**config.mk**
```make
export PLATFORM = sky130hd
export DESIGN_NAME = control_mc
export DESIGN_NICKNAME = d
export VERILOG_FILES = /design/src/rtl/control_mc.sv
export SDC_FILE = /design/constraint.sdc
export NUM_CORES = 1
export LEC_CHECK = 0
export BUFFER_PORTS_ARGS = -buffer_cell sky130_fd_sc_hd__buf_2
export CAP_MARGIN = 20
export CORE_MARGIN = 4
export CORE_UTILIZATION = 44
export CTS_CLUSTER_SIZE = 14
export DETAILED_ROUTE_END_ITERATION = 10
export HOLD_SLACK_MARGIN = 0.03
export SLEW_MARGIN = 20
export SYNTH_ARGS = -nofsm -noshare
export SYNTH_HDL_FRONTEND = slang
export SYNTH_SLANG_ARGS = --single-unit
```
**constraint.sdc**
```tcl
create_clock -name clk -period 6.3 [get_ports clk]
set_clock_uncertainty 0.15 [all_clocks]
set_input_delay 1.89 -clock clk [delete_from_list [all_inputs] [get_ports clk]]
set_output_delay 1.89 -clock clk [all_outputs]
set_load 0.03 [all_outputs]
```
**src/rtl/control_mc.sv**
```systemverilog
// Multi-channel MSDAP sequencer: Rj/coeff load addressing, interleaved data steering, per-channel zero-run sleep.
// Strobes are same-cycle combinational from state and in_valid; in_ready drops only in INIT and CLEARING.
module control_mc #(
  parameter int NUM_CH      = 2,
  parameter int RJ_DEPTH    = 16,
  parameter int COEFF_DEPTH = 512,
  parameter int ZERO_RUN    = 800,
  localparam int RJ_AW = (NUM_CH * RJ_DEPTH > 1) ? $clog2(NUM_CH * RJ_DEPTH) : 1,
  localparam int CF_AW = (NUM_CH * COEFF_DEPTH > 1) ? $clog2(NUM_CH * COEFF_DEPTH) : 1,
  localparam int CH_W  = (NUM_CH > 1) ? $clog2(NUM_CH) : 1
) (
  input  logic              clk,
  input  logic              reset_n,
  input  logic              start,
  input  logic              soft_clear,
  input  logic              frame,
  input  logic              in_valid,
  input  logic              in_zero,
  output logic              in_ready,
  output logic              rj_wr_en,
  output logic [RJ_AW-1:0]  rj_addr,
  output logic              coeff_wr_en,
  output logic [CF_AW-1:0]  coeff_addr,
  output logic              data_wr_en,
  output logic [CH_W-1:0]   data_ch,
  output logic              mem_clear,
  output logic              data_clear,
  output logic              alu_en,
  output logic              out_mask,
  output logic [NUM_CH-1:0] ch_idle
);

  localparam int ZW = $clog2(ZERO_RUN + 1);
  localparam logic [RJ_AW-1:0] RJ_LAST = RJ_AW'(NUM_CH * RJ_DEPTH - 1);
  localparam logic [CF_AW-1:0] CF_LAST = CF_AW'(NUM_CH * COEFF_DEPTH - 1);
  localparam logic [CH_W-1:0]  CH_LAST = CH_W'(NUM_CH - 1);
  localparam logic [ZW-1:0]    Z_SAT   = ZW'(ZERO_RUN);

  typedef enum logic [3:0] {
    INIT, WAIT_RJ, READ_RJ, WAIT_COEFF, READ_COEFF,
    WAIT_DATA, WORKING, SLEEPING, CLEARING
  } state_t;

  state_t            state_q, state_d;
  logic [RJ_AW-1:0]  rj_addr_q, rj_addr_d;
  logic [CF_AW-1:0]  coeff_addr_q, coeff_addr_d;
  logic [CH_W-1:0]   ch_idx_q, ch_idx_d;
  logic [ZW-1:0]     zcnt_q [NUM_CH];
  logic [ZW-1:0]     zcnt_d [NUM_CH];

  logic              active;
  logic              data_acc;
  logic              all_idle;
  logic [CH_W-1:0]   cur_ch;
  logic [NUM_CH-1:0] idle_vec;

  always_ff @(posedge clk or negedge reset_n) begin
    if (!reset_n) begin
      state_q      <= INIT;
      rj_addr_q    <= '0;
      coeff_addr_q <= '0;
      ch_idx_q     <= '0;
      for (int c = 0; c < NUM_CH; c++) zcnt_q[c] <= '0;
    end else begin
      state_q      <= state_d;
      rj_addr_q    <= rj_addr_d;
      coeff_addr_q <= coeff_addr_d;
      ch_idx_q     <= ch_idx_d;
      for (int c = 0; c < NUM_CH; c++) zcnt_q[c] <= zcnt_d[c];
    end
  end

  always_comb begin
    for (int c = 0; c < NUM_CH; c++) idle_vec[c] = (zcnt_q[c] == Z_SAT);
  end

  assign all_idle = &idle_vec;
  // Outputs are silenced both in reset and in the cycle a restart is requested.
  assign active   = reset_n & ~start;
  assign cur_ch   = (frame && in_valid) ? '0 : ch_idx_q;

  always_comb begin
    state_d      = state_q;
    rj_addr_d    = rj_addr_q;
    coeff_addr_d = coeff_addr_q;
    ch_idx_d     = ch_idx_q;
    for (int c = 0; c < NUM_CH; c++) zcnt_d[c] = zcnt_q[c];
    data_acc     = 1'b0;
    in_ready     = 1'b0;
    rj_wr_en     = 1'b0;
    coeff_wr_en  = 1'b0;
    data_wr_en   = 1'b0;
    mem_clear    = 1'b0;
    data_clear   = 1'b0;
    alu_en       = 1'b0;
    out_mask     = 1'b0;
    rj_addr      = active ? rj_addr_q : '0;
    coeff_addr   = active ? coeff_addr_q : '0;
    data_ch      = active ? cur_ch : '0;
    ch_idle      = active ? idle_vec : '0;

    if (!active) begin
      state_d = INIT;
    end else begin
      unique case (state_q)
        INIT: begin
          mem_clear    = 1'b1;
          data_clear   = 1'b1;
          rj_addr_d    = '0;
          coeff_addr_d = '0;
          ch_idx_d     = '0;
          for (int c = 0; c < NUM_CH; c++) zcnt_d[c] = '0;
          state_d      = WAIT_RJ;
        end
        WAIT_RJ, READ_RJ: begin
          in_ready = 1'b1;
          if (in_valid && (frame || state_q == READ_RJ)) begin
            rj_wr_en = 1'b1;
            if (rj_addr_q == RJ_LAST) begin
              rj_addr_d = '0;
              state_d   = WAIT_COEFF;
            end else begin
              rj_addr_d = rj_addr_q + RJ_AW'(1);
              state_d   = READ_RJ;
            end
          end
        end
        WAIT_COEFF, READ_COEFF: begin
          in_ready = 1'b1;
          if (in_valid && (frame || state_q == READ_COEFF)) begin
            coeff_wr_en = 1'b1;
            if (coeff_addr_q == CF_LAST) begin
              coeff_addr_d = '0;
              state_d      = WAIT_DATA;
            end else begin
              coeff_addr_d = coeff_addr_q + CF_AW'(1);
              state_d      = READ_COEFF;
            end
          end
        end
        WAIT_DATA, WORKING, SLEEPING: begin
          in_ready = 1'b1;
          alu_en   = (state_q == WORKING);
          out_mask = (state_q == SLEEPING);
          if (soft_clear) begin
            state_d = CLEARING;
          end else begin
            if (in_valid && (frame || state_q != WAIT_DATA)) begin
              data_wr_en = 1'b1;
              data_acc   = 1'b1;
              ch_idx_d   = (cur_ch == CH_LAST) ? '0 : cur_ch + CH_W'(1);
              if (state_q == WAIT_DATA || (state_q == SLEEPING && !in_zero)) state_d = WORKING;
            end
            // A nonzero sample arriving alongside saturation outranks the sleep decision.
            if (state_q == WORKING && all_idle && !(data_acc && !in_zero)) state_d = SLEEPING;
          end
        end
        CLEARING: begin
          data_clear = 1'b1;
          ch_idx_d   = '0;
          for (int c = 0; c < NUM_CH; c++) zcnt_d[c] = '0;
          state_d    = WAIT_DATA;
        end
        default: state_d = INIT;
      endcase
    end

    if (data_acc) begin
      for (int c = 0; c < NUM_CH; c++) begin
        if (cur_ch == CH_W'(c)) begin
          if (!in_zero)                zcnt_d[c] = '0;
          else if (zcnt_q[c] != Z_SAT) zcnt_d[c] = zcnt_q[c] + ZW'(1);
        end
      end
    end
  end

endmodule

```
==> metrics.cfg <==
[clock_tree]
clkSinkCount=40
clk_latency_ps=300
postCtsSetupRepairBufs=0
cts_buffers=5
cts_hold_buffers=0
cts.repair.resized=0
htreeDepth=2
cts.clk_slew.worst_paths_ps=80
cts_buffer_depth=2
cts_tree=built
clockRootBuffer=clkbuf_8

[die]
pin_count=33
die_x_um=91.2
start_util=0.451
core_area_sq_mm=0.00676
dieArea_sq_mm=0.00832
rows=30
die_h_um=91.2

[final_layout]
nNetsFinal=393
num_antenna_cells=0
area_delta_synth_final_pct=9.49
drive_gt1_frac=0.192

[sta]
period_minus_slack_ps=5590
slew_headroom=0.401
drv_slew=0
fmax_ghz=0.179
min_period_over_period=0.887
hold_viol_final=0
whs_ps=341
tightest_slew_ps=893
rsz0062_at_grt=false
setup_violations=0
setup-tns-final_ps=0

[power_and_ir_drop]
seqPwrFrac=0.421
p_sw_uw=260
internal_power_uw=459
powerDensity_mw_per_mm2=216
p_sw_frac=0.362
p_leak_uw=0.00148
p_comb_frac=0.284
power.total_uw=719
pwr-share-clk=0.295
ir_worst_vdd_uv=109

[critical_path]
worstSetupStartpointType=input pin
setup.worst_path.end_class=output port
cp_max_fo=12
reg2reg_from=state_q[2]
crit_type=input pin to output port
worstPathArrival_ps=3550
cp.required_ps=4260
critPathLaunch=reset_n

[yosys]
ys.flop_type=dfrtp_1
yosys.area.top_type=dfrtp_1
netlist_area_sq_mm=0.00305
netlist_instances=353
synth.top_cells.by_area=dfrtp_1 (33%), and2_1 (3.5%), nand2_1 (3.5%)
ys_warn_count=0
synth-adder-area-share=0.0288
synthArstFlopShare=1.00
synthSimpleGateAreaFrac=0.352
syn-num-nets=367
ys_ff_latch=40
synth_xor_xnor_area_share=0.00288
synth_compound_area_frac=0.232
syn_area_per_cell_sq_um=8.63
ys_types=72
yosysTopAreaCellShare=0.329
synth.area.mux_share=0
synth_top_family_by_area=simple AND/OR/NAND/NOR gates
synth_edf_count=0
synth-seq-area-share=0.329

[placed_design]
dp_hpwl_um=5690
gp_congestion=0.814
io_buffers=32

[global_routing]
grt_pass1_wl_um=13300
grt_overflow=0
antenna_found_initial=0
grt_max_degree=24
grt_pass1_vias=2632
track_usage=0.196

[drt]
final_antenna_net_count=0
dr.pass1.iters=5
drtIter0Drc=122
drc=0
dr_total_vias=2827
wire_per_inst_um=17.2
viasPerCell=6.15
drt_wl_total_um=7920

[hold_path]
hold_class=flop to flop
hp-start=zcnt_q[9]

[flow_run]
cap_violations=0

[run_status]
run_status=complete, no violations

## power by group through the flow
stage,clock network (uW),logic (uW),registers [uW]
global placement,0,201,307
floorplan,0,194,279
global route,231,222,308
CTS,218,204,302
finish,212,204,302
detailed placement,0,204,307
## per-stage QoR
stage	area, sq um	utilization	instances	setup WS, ps
floorplan	3050	-	353	1410
global placement	3220	0.477	452	792
detailed placement	3220	0.477	452	712
CTS	3330	0.494	460	719
global route	3330	0.494	460	566
finish	3330	0.494	460	712
## registers in the layout, indices dropped and copies added (netlist names)
register	count
zcnt_q	20
state_q	4
coeff_addr_q	10
ch_idx_q	1
rj_addr_q	5
## Yosys cell counts (6+ instances only)
cell,n
and3_1,6
dfrtp_1,40
o21ai_0,21
nand3_1,18
o31ai_1,6
nand2_1,28
nor3_1,17
nand4_1,9
ha_1,7
and2_1,17
o21ai_1,8
buf_2,6
nor2_1,20
a31oi_1,6
nand2b_1,7
a21oi_1,9
nor4_1,7
inv_1,16
## critical path, cell delays in order
cell and delay (ps):
buf_2 240, nor2b_1 480, nand2_1 370, inv_2 310, buf_2 250
## cells by family (layout without fill, tap and decap cells)
group	after synthesis	after routing
compound gates	97	97
xor+xnor	1	1
fa+ha+maj	7	7
buf+inv	33	60
flops	40	40
simple gates	175	175
## per-layer routing
layer  track usage  up-vias  part of all wire
met2         0.314       75              0.47
li1              -     1376                 -
met4        0.0716        0             0.014
met3        0.0389       14             0.047
met5             0        -                 0
met1         0.263     1362              0.47
## cell usage in the layout, fill, tap and decap left out, types with 3 or more instances in the layout
master	Yosys	final
nor3_2	3	3
and3_1	6	6
nor2b_1	4	4
and4_1	4	4
nor3_1	17	17
nor4_1	7	7
o31ai_1	6	6
nor2_1	20	20
inv_1	16	16
nand2b_1	7	7
a22o_1	5	5
or3_1	3	3
o21ai_1	8	8
or3b_1	3	3
ha_1	7	7
buf_2	6	32
nor2_2	3	3
o22ai_1	5	5
a21oi_1	9	9
and2_1	17	17
dfrtp_1	40	40
a21o_1	5	5
or2_2	4	4
clkbuf_8	0	5
a31oi_1	6	6
o21ai_0	21	21
nand3_1	18	18
nand2_1	28	28
o211ai_1	3	3
nand4_1	9	9
buf_4	0	3
## final timing paths
kind,cells past startpoint,slack (ps),endpoint
worst max register to register,5,3660,coeff_addr_q[7]
max in group asynchronous,2,4130,ch_idx_q
worst min-delay path,1,340,zcnt_q[9]
worst max-delay path,5,710,data_clear
min in group asynchronous,1,1300,coeff_addr_q[8]
worst min register to register,1,340,zcnt_q[9]
## area by class of cell
type	count	area, sq um
well taps	80	100
inverters	17	63.8
fillers	682	3420
clock buffers	5	68.8
repair buffers	35	183
clock inverters	3	42.5
flip-flops and latches	40	1000
multi-input cells	280	1880
Note: power is estimated with default switching activity, not from simulation.
